===== src/rtl/uart_baud_cfg_ctrl_if.sv =====
// Bus between the register file / UART datapath and the baud configuration controller.
//   cfg_wr_en, cfg_baud_val, cfg_frac : software baud write strobe and requested value
//   tx_busy, rx_busy                  : frame-in-progress indications from TX and RX
//   baud_tick                         : x16 baud enable from the generator
//   BAUD_VAL, BAUD_VAL_FRACTION       : active divisor and fraction to the generator
//   gen_restart                       : one-cycle reload of the generator counters
//   uart_quiesce                      : TX/RX must not start new frames while high
//   cfg_pending, cfg_done, cfg_forced : status back to the register file
interface uart_baud_cfg_ctrl_if;
  logic        cfg_wr_en;
  logic [12:0] cfg_baud_val;
  logic [2:0]  cfg_frac;
  logic        tx_busy;
  logic        rx_busy;
  logic        baud_tick;
  logic [12:0] BAUD_VAL;
  logic [2:0]  BAUD_VAL_FRACTION;
  logic        gen_restart;
  logic        uart_quiesce;
  logic        cfg_pending;
  logic        cfg_done;
  logic        cfg_forced;

  // Register file / datapath side
  modport master (
    output cfg_wr_en, cfg_baud_val, cfg_frac, tx_busy, rx_busy, baud_tick,
    input  BAUD_VAL, BAUD_VAL_FRACTION, gen_restart, uart_quiesce, cfg_pending, cfg_done,
           cfg_forced
  );

  // Controller side
  modport slave (
    input  cfg_wr_en, cfg_baud_val, cfg_frac, tx_busy, rx_busy, baud_tick,
    output BAUD_VAL, BAUD_VAL_FRACTION, gen_restart, uart_quiesce, cfg_pending, cfg_done,
           cfg_forced
  );
endinterface


===== src/rtl/uart_baud_cfg_ctrl.sv =====
// Baud configuration sequencer. Shadows software baud writes, quiesces TX/RX, commits the
// new divisor/fraction at a safe point, restarts the generator and reports completion.
// Ports:
//   CLK   : single clock
//   RESET : synchronous active-high reset
//   bus   : uart_baud_cfg_ctrl_if.slave (write strobe, busy lines, tick in; baud value,
//           restart, quiesce and status out)
module uart_baud_cfg_ctrl #(
  parameter int unsigned BAUD_VAL_FRCTN_EN = 0,
  parameter logic [12:0] RESET_BAUD_VAL    = 13'd1,
  parameter logic [15:0] TIMEOUT_TICKS     = 16'd1024
) (
  input logic                 CLK,
  input logic                 RESET,
  uart_baud_cfg_ctrl_if.slave bus
);

  localparam logic [15:0] TimeoutLast = TIMEOUT_TICKS - 16'd1;

  typedef enum logic [1:0] {StIdle, StQuiesce, StApply, StSettle} state_e;

  state_e      st_q, st_d;
  logic [12:0] sh_val_q, sh_val_d;
  logic [2:0]  sh_frac_q, sh_frac_d;
  logic [12:0] baud_q, baud_d;
  logic [2:0]  frac_q, frac_d;
  logic [15:0] cnt_q, cnt_d;
  logic        pend_q, pend_d;
  logic        done_q, done_d;
  logic        forced_q, forced_d;

  logic [2:0]  wr_frac;
  logic [12:0] nxt_val;
  logic [2:0]  nxt_frac;
  logic        differs;
  logic        idle_ok;
  logic        timeout;

  // Fraction is zeroed at the input so it never reaches the compare or the commit.
  assign wr_frac  = (BAUD_VAL_FRCTN_EN != 0) ? bus.cfg_frac : 3'b000;
  // Latest requested setting, including a write landing in this very cycle.
  assign nxt_val  = bus.cfg_wr_en ? bus.cfg_baud_val : sh_val_q;
  assign nxt_frac = bus.cfg_wr_en ? wr_frac : sh_frac_q;
  assign differs  = {nxt_val, nxt_frac} != {baud_q, frac_q};
  assign idle_ok  = !bus.tx_busy && !bus.rx_busy;
  assign timeout  = bus.baud_tick && (cnt_q == TimeoutLast);

  always_comb begin
    st_d      = st_q;
    sh_val_d  = nxt_val;
    sh_frac_d = nxt_frac;
    baud_d    = baud_q;
    frac_d    = frac_q;
    cnt_d     = cnt_q;
    pend_d    = pend_q;
    done_d    = 1'b0;
    forced_d  = bus.cfg_wr_en ? 1'b0 : forced_q;

    case (st_q)
      StIdle: begin
        if (bus.cfg_wr_en) begin
          if (differs) begin
            st_d   = StQuiesce;
            pend_d = 1'b1;
            cnt_d  = 16'd0;
          end else begin
            done_d = 1'b1;
          end
        end
      end
      StQuiesce: begin
        if (bus.baud_tick && (cnt_q != 16'hFFFF)) begin
          cnt_d = cnt_q + 16'd1;
        end
        // Idle takes priority over timeout, so a forced commit is only flagged when busy.
        if (idle_ok || timeout) begin
          st_d     = StApply;
          baud_d   = nxt_val;
          frac_d   = nxt_frac;
          pend_d   = 1'b0;
          forced_d = !idle_ok;
        end
      end
      StApply: begin
        st_d = StSettle;
        if (bus.cfg_wr_en) begin
          pend_d = 1'b1;
        end
      end
      StSettle: begin
        if (bus.cfg_wr_en) begin
          pend_d = 1'b1;
        end
        if (bus.baud_tick) begin
          done_d = 1'b1;
          if ((pend_q || bus.cfg_wr_en) && differs) begin
            st_d   = StQuiesce;
            pend_d = 1'b1;
            cnt_d  = 16'd0;
          end else begin
            st_d   = StIdle;
            pend_d = 1'b0;
          end
        end
      end
      default: st_d = StIdle;
    endcase
  end

  always_ff @(posedge CLK) begin
    if (RESET) begin
      st_q      <= StIdle;
      sh_val_q  <= RESET_BAUD_VAL;
      sh_frac_q <= 3'b000;
      baud_q    <= RESET_BAUD_VAL;
      frac_q    <= 3'b000;
      cnt_q     <= 16'd0;
      pend_q    <= 1'b0;
      done_q    <= 1'b0;
      forced_q  <= 1'b0;
    end else begin
      st_q      <= st_d;
      sh_val_q  <= sh_val_d;
      sh_frac_q <= sh_frac_d;
      baud_q    <= baud_d;
      frac_q    <= frac_d;
      cnt_q     <= cnt_d;
      pend_q    <= pend_d;
      done_q    <= done_d;
      forced_q  <= forced_d;
    end
  end

  assign bus.BAUD_VAL          = baud_q;
  assign bus.BAUD_VAL_FRACTION = frac_q;
  assign bus.gen_restart       = (st_q == StApply);
  // Held through APPLY as well so no frame can start between quiesce and settle.
  assign bus.uart_quiesce      = (st_q != StIdle);
  assign bus.cfg_pending       = pend_q;
  assign bus.cfg_done          = done_q;
  assign bus.cfg_forced        = forced_q;

endmodule


===== src/flat_wrapper.sv =====
// flat-port wrapper written by rule: the top's interface ports become plain ports
module uart_baud_cfg_ctrl_flat 
#(
  parameter int unsigned BAUD_VAL_FRCTN_EN = 0,
  parameter logic [12:0] RESET_BAUD_VAL    = 13'd1,
  parameter logic [15:0] TIMEOUT_TICKS     = 16'd1024
)
  (CLK, RESET, bus_cfg_wr_en, bus_cfg_baud_val, bus_cfg_frac, bus_tx_busy, bus_rx_busy, bus_baud_tick, bus_BAUD_VAL, bus_BAUD_VAL_FRACTION, bus_gen_restart, bus_uart_quiesce, bus_cfg_pending, bus_cfg_done, bus_cfg_forced);
  uart_baud_cfg_ctrl_if bus_i ();
  input logic CLK;
  input logic RESET;
  input wire logic [$bits(bus_i.cfg_wr_en)-1:0] bus_cfg_wr_en;
  input wire logic [$bits(bus_i.cfg_baud_val)-1:0] bus_cfg_baud_val;
  input wire logic [$bits(bus_i.cfg_frac)-1:0] bus_cfg_frac;
  input wire logic [$bits(bus_i.tx_busy)-1:0] bus_tx_busy;
  input wire logic [$bits(bus_i.rx_busy)-1:0] bus_rx_busy;
  input wire logic [$bits(bus_i.baud_tick)-1:0] bus_baud_tick;
  output wire logic [$bits(bus_i.BAUD_VAL)-1:0] bus_BAUD_VAL;
  output wire logic [$bits(bus_i.BAUD_VAL_FRACTION)-1:0] bus_BAUD_VAL_FRACTION;
  output wire logic [$bits(bus_i.gen_restart)-1:0] bus_gen_restart;
  output wire logic [$bits(bus_i.uart_quiesce)-1:0] bus_uart_quiesce;
  output wire logic [$bits(bus_i.cfg_pending)-1:0] bus_cfg_pending;
  output wire logic [$bits(bus_i.cfg_done)-1:0] bus_cfg_done;
  output wire logic [$bits(bus_i.cfg_forced)-1:0] bus_cfg_forced;
  assign bus_i.cfg_wr_en = bus_cfg_wr_en;
  assign bus_i.cfg_baud_val = bus_cfg_baud_val;
  assign bus_i.cfg_frac = bus_cfg_frac;
  assign bus_i.tx_busy = bus_tx_busy;
  assign bus_i.rx_busy = bus_rx_busy;
  assign bus_i.baud_tick = bus_baud_tick;
  assign bus_BAUD_VAL = bus_i.BAUD_VAL;
  assign bus_BAUD_VAL_FRACTION = bus_i.BAUD_VAL_FRACTION;
  assign bus_gen_restart = bus_i.gen_restart;
  assign bus_uart_quiesce = bus_i.uart_quiesce;
  assign bus_cfg_pending = bus_i.cfg_pending;
  assign bus_cfg_done = bus_i.cfg_done;
  assign bus_cfg_forced = bus_i.cfg_forced;
  uart_baud_cfg_ctrl #(.BAUD_VAL_FRCTN_EN(BAUD_VAL_FRCTN_EN), .RESET_BAUD_VAL(RESET_BAUD_VAL), .TIMEOUT_TICKS(TIMEOUT_TICKS)) u_core (.CLK(CLK), .RESET(RESET), .bus(bus_i));
endmodule

===== config.mk =====
export PLATFORM = sky130hd
export DESIGN_NAME = uart_baud_cfg_ctrl_flat
export DESIGN_NICKNAME = d
export VERILOG_FILES = /design/src/rtl/uart_baud_cfg_ctrl_if.sv /design/src/rtl/uart_baud_cfg_ctrl.sv /design/src/flat_wrapper.sv
export SDC_FILE = /design/constraint.sdc
export NUM_CORES = 1
export LEC_CHECK = 0
export ABC_CLOCK_PERIOD_IN_PS = 3100
export CORE_ASPECT_RATIO = 0.75
export CORE_MARGIN = 8
export CORE_UTILIZATION = 53
export DETAILED_ROUTE_END_ITERATION = 10
export HOLD_SLACK_MARGIN = 0.06
export PLACE_DENSITY = 0.84
export SETUP_SLACK_MARGIN = 0.05
export SKIP_CTS_REPAIR_TIMING = 1
export SLEW_MARGIN = 10
export SYNTH_ARGS = -nofsm -noshare
export SYNTH_HDL_FRONTEND = slang
export SYNTH_SLANG_ARGS = --single-unit

===== constraint.sdc =====
create_clock -name CLK -period 3.1 [get_ports CLK]
set_input_delay 0.31 -clock CLK [delete_from_list [all_inputs] [get_ports CLK]]
set_output_delay 0.31 -clock CLK [all_outputs]
set_load 0.02 [all_outputs]

==> flow_summary.toml <==
[sta]
period_share_pct = 90.4
final-setup-viol-count = 0
rsz0062_at_grt = "yes"
max_freq_mhz = 357
finalMaxSlewViolations = 0
setup_ws_ns = 0.298
tightest_slew_ns = 0.635
hold_viol_final = 0
whs_ns = 0.478
min_period_ns = 2.80
slew_headroom_pct = 57.7
tns_ns = 0
fin_skew_ns = 0.00662

[logic_synthesis]
ys_warn_count = 0
synth_top_family_by_area = "compound AO/OA/AOI/OAI gates"
synthMuxAreaShare_pct = 6.62
ys_ff_latch = 53
synth-xor-area-share_pct = 5.41
synth-main-ff-cell = "dfxtp_1"
synthAdderAreaFrac_pct = 2.90
synth_nets = 311
ys_seq_area_share_pct = 41.0
synth_edf_count = 0
async_flop_share_pct = 0
yosys.area_share.simple_pct = 19.3
synth-compound-area-share_pct = 20.1
ys_types = 52
syn_inst = 283
syn_avg_cell_area_sq_um = 9.15
syn_area_sq_um = 2590

[setup_path]
startpoint_type = "flip-flop"
path_cells = "ha_1 -> and3_1 -> nand4_1 -> or3_1 -> nor4_4 -> nor3_1 -> a221oi_2 -> o211ai_1 -> a32o_1"
cp-end-kind = "flip-flop"
crit_buf_inv = 0
critical_path_class = "flip-flop to flip-flop"
slowest_stage = "or3_1"
critPathRequiredTime_ns = 3.31
crit_family = "simple AND/OR/NAND/NOR gates"
critPathMaxStageDelay_ns = 0.45
critPathMaxFanout = 4
arrival_ns = 3.01

[route]
route.met2.wl_mm = 2.90
ant_nets = 0
vias_per_cell = 5.87
drt_wl_total_mm = 6.29
drtPass1Iterations = 5
post_drt_wl_per_cell_um = 15.8
drc_errors = 0
vias = 2338
met1Wirelength_mm = 2.91
drt_iter0_drc = 146
routed-wl-met3_um = 351
top_layer = "met4"

[floorplanning]
dieHeight_um = 76.5
core-area_sq_um = 4790
die_w_um = 96.7
io_pins = 43
dieArea_sq_um = 7400
rows = 22
initial_core_util_pct = 54.0

[global_route]
grt_pass1_wl_mm = 10.8
antenna_found_initial = 0
grt_max_degree = 36
grtUsageTotal_pct = 17.1
grt_pass1_vias = 2275
overflow = 0

[place]
place.detailed.hpwl_mm = 4.56
place_ws_ns = 0.00448
place_inst = 390
numPortBuffers = 39
gp_congestion = 0.865

[job]
cap_viol_max_count = 0

[power]
ir_drop_mv = 0.567
p_per_area_nw_per_um2 = 629
p_leak_uw = 0.00117

[finish]
multi_input_area_sq_um = 1410
regArea_sq_um = 1060
antenna_cells = 0
layout_commonest_cell = "dfxtp_1"
fin_nets = 365
syn_to_final_growth_pct = 26.8
final_cell_mix = "dfxtp_1, clkdlybuf4s50_1, nor2_1"
finalNonFillerCells = 398
fillers = 388
drive_gt1_share_pct = 12.7

[cts]
clock_sinks = 53
numCtsBuffers = 5
htreeDepth = 2
cts_buffer_depth = 2
root_buffer = "clkbuf_8"
cts_tree = "built"
cts.clk_slew.worst_paths_ns = 0.09
clkLatencyLatePin_ns = 0.31

[min_path]
hp-class = "flip-flop to flip-flop"

[run_status]
status = "finished clean"
-- logic make-up (layout without fill, tap and decap cells) --
kind of cell / after synthesis / after routing
simple gates: 102 / 102
compound gates: 65 / 65
flops: 53 / 53
buf+inv: 27 / 82
xor+xnor: 16 / 16
mux: 14 / 14
fa+ha+maj: 6 / 6
-- per-stage QoR --
step | total power, uW | utilization, % | cell area [sq um]
floorplan | 1280 | - | 2590
global placement | 1570 | 66.0 | 3160
detailed placement | 1590 | 66.0 | 3160
CTS | 2060 | 68.4 | 3280
global route | 2180 | 68.5 | 3280
finish | 2060 | 68.5 | 3280
-- report_power, final --
group	switching (uW)	total [uW]	leakage [uW]	internal, uW
Combinational	440	811	0.000686	372
Sequential	46.4	779	0.000431	732
Clock	233	475	0.0000543	242
-- synthesized netlist by cell type (2+ instances only) --
| cell | instances | area (sq um) |
|---|---|---|
| o211ai_1 | 2 | 15.0 |
| nand3_1 | 13 | 65.1 |
| ha_1 | 6 | 75.1 |
| o32ai_1 | 2 | 17.5 |
| buf_6 | 2 | 22.5 |
| buf_2 | 2 | 10.0 |
| and3_1 | 2 | 12.5 |
| inv_1 | 13 | 48.8 |
| and2_1 | 5 | 31.3 |
| o41ai_1 | 4 | 35.0 |
| nor3_1 | 8 | 40.0 |
| o31ai_1 | 3 | 22.5 |
| a211o_1 | 3 | 26.3 |
| clkbuf_1 | 7 | 26.3 |
| o21a_1 | 2 | 15.0 |
| a21oi_1 | 4 | 20.0 |
| dfxtp_1 | 53 | 1060 |
| nor3b_1 | 3 | 22.5 |
| nor4_1 | 4 | 25.0 |
| a211oi_1 | 15 | 113 |
| a32o_1 | 8 | 80.1 |
| nand4_1 | 2 | 12.5 |
| nor2_1 | 37 | 139 |
| a31oi_1 | 2 | 12.5 |
| o21ai_0 | 10 | 50.1 |
| mux2i_2 | 5 | 68.8 |
| nand2_1 | 18 | 67.6 |
| mux2i_1 | 8 | 80.1 |
| or3_1 | 3 | 18.8 |
| xnor2_1 | 15 | 131 |
-- cell type report --
| class | instances | area share (%) |
|---|---|---|
| inverters | 14 | 1.60 |
| flip-flops and latches | 53 | 32.3 |
| clock buffers | 5 | 2.10 |
| multi-input cells | 203 | 43.0 |
| well taps | 60 | 2.29 |
| clock inverters | 3 | 1.41 |
| repair buffers | 60 | 17.3 |
-- worst register-to-register path, stage by stage (launching register included) --
cell and delay [ns]:
dfxtp_1 0.39, ha_1 0.22, and3_1 0.23, nand4_1 0.19, or3_1 0.45, nor4_4 0.26, nor3_1 0.16, a221oi_2 0.32
o211ai_1 0.19, a32o_1 0.29
-- metal layers --
| layer | vias up | track usage [%] |
|---|---|---|
| li1 | 1140 | - |
| met1 | 1117 | 21.7 |
| met2 | 68 | 27.3 |
| met3 | 13 | 3.80 |
| met4 | 0 | 6.74 |
| met5 | - | 0 |
-- registers in the layout, indices dropped and copies added (netlist names), 2 cells and up --
register,flops
u_core.sh_frac_q,3
u_core.bus.BAUD_VAL_FRACTION,3
u_core.st_q,2
u_core.sh_val_q,13
u_core.cnt_q,16
u_core.bus.BAUD_VAL,13
-- path summary, 6_finish.rpt --
path	from	end	slack (ns)	depth (start not counted)
max	u_core.cnt_q[0]	u_core.st_q[0]	0.30	9
min	u_core.cnt_q[2]	u_core.cnt_q[2]	0.48	1
max reg2reg	u_core.cnt_q[0]	u_core.st_q[0]	0.30	9
min reg2reg	u_core.cnt_q[2]	u_core.cnt_q[2]	0.48	1
No activity file was read; power rests on OpenSTA's default activity.
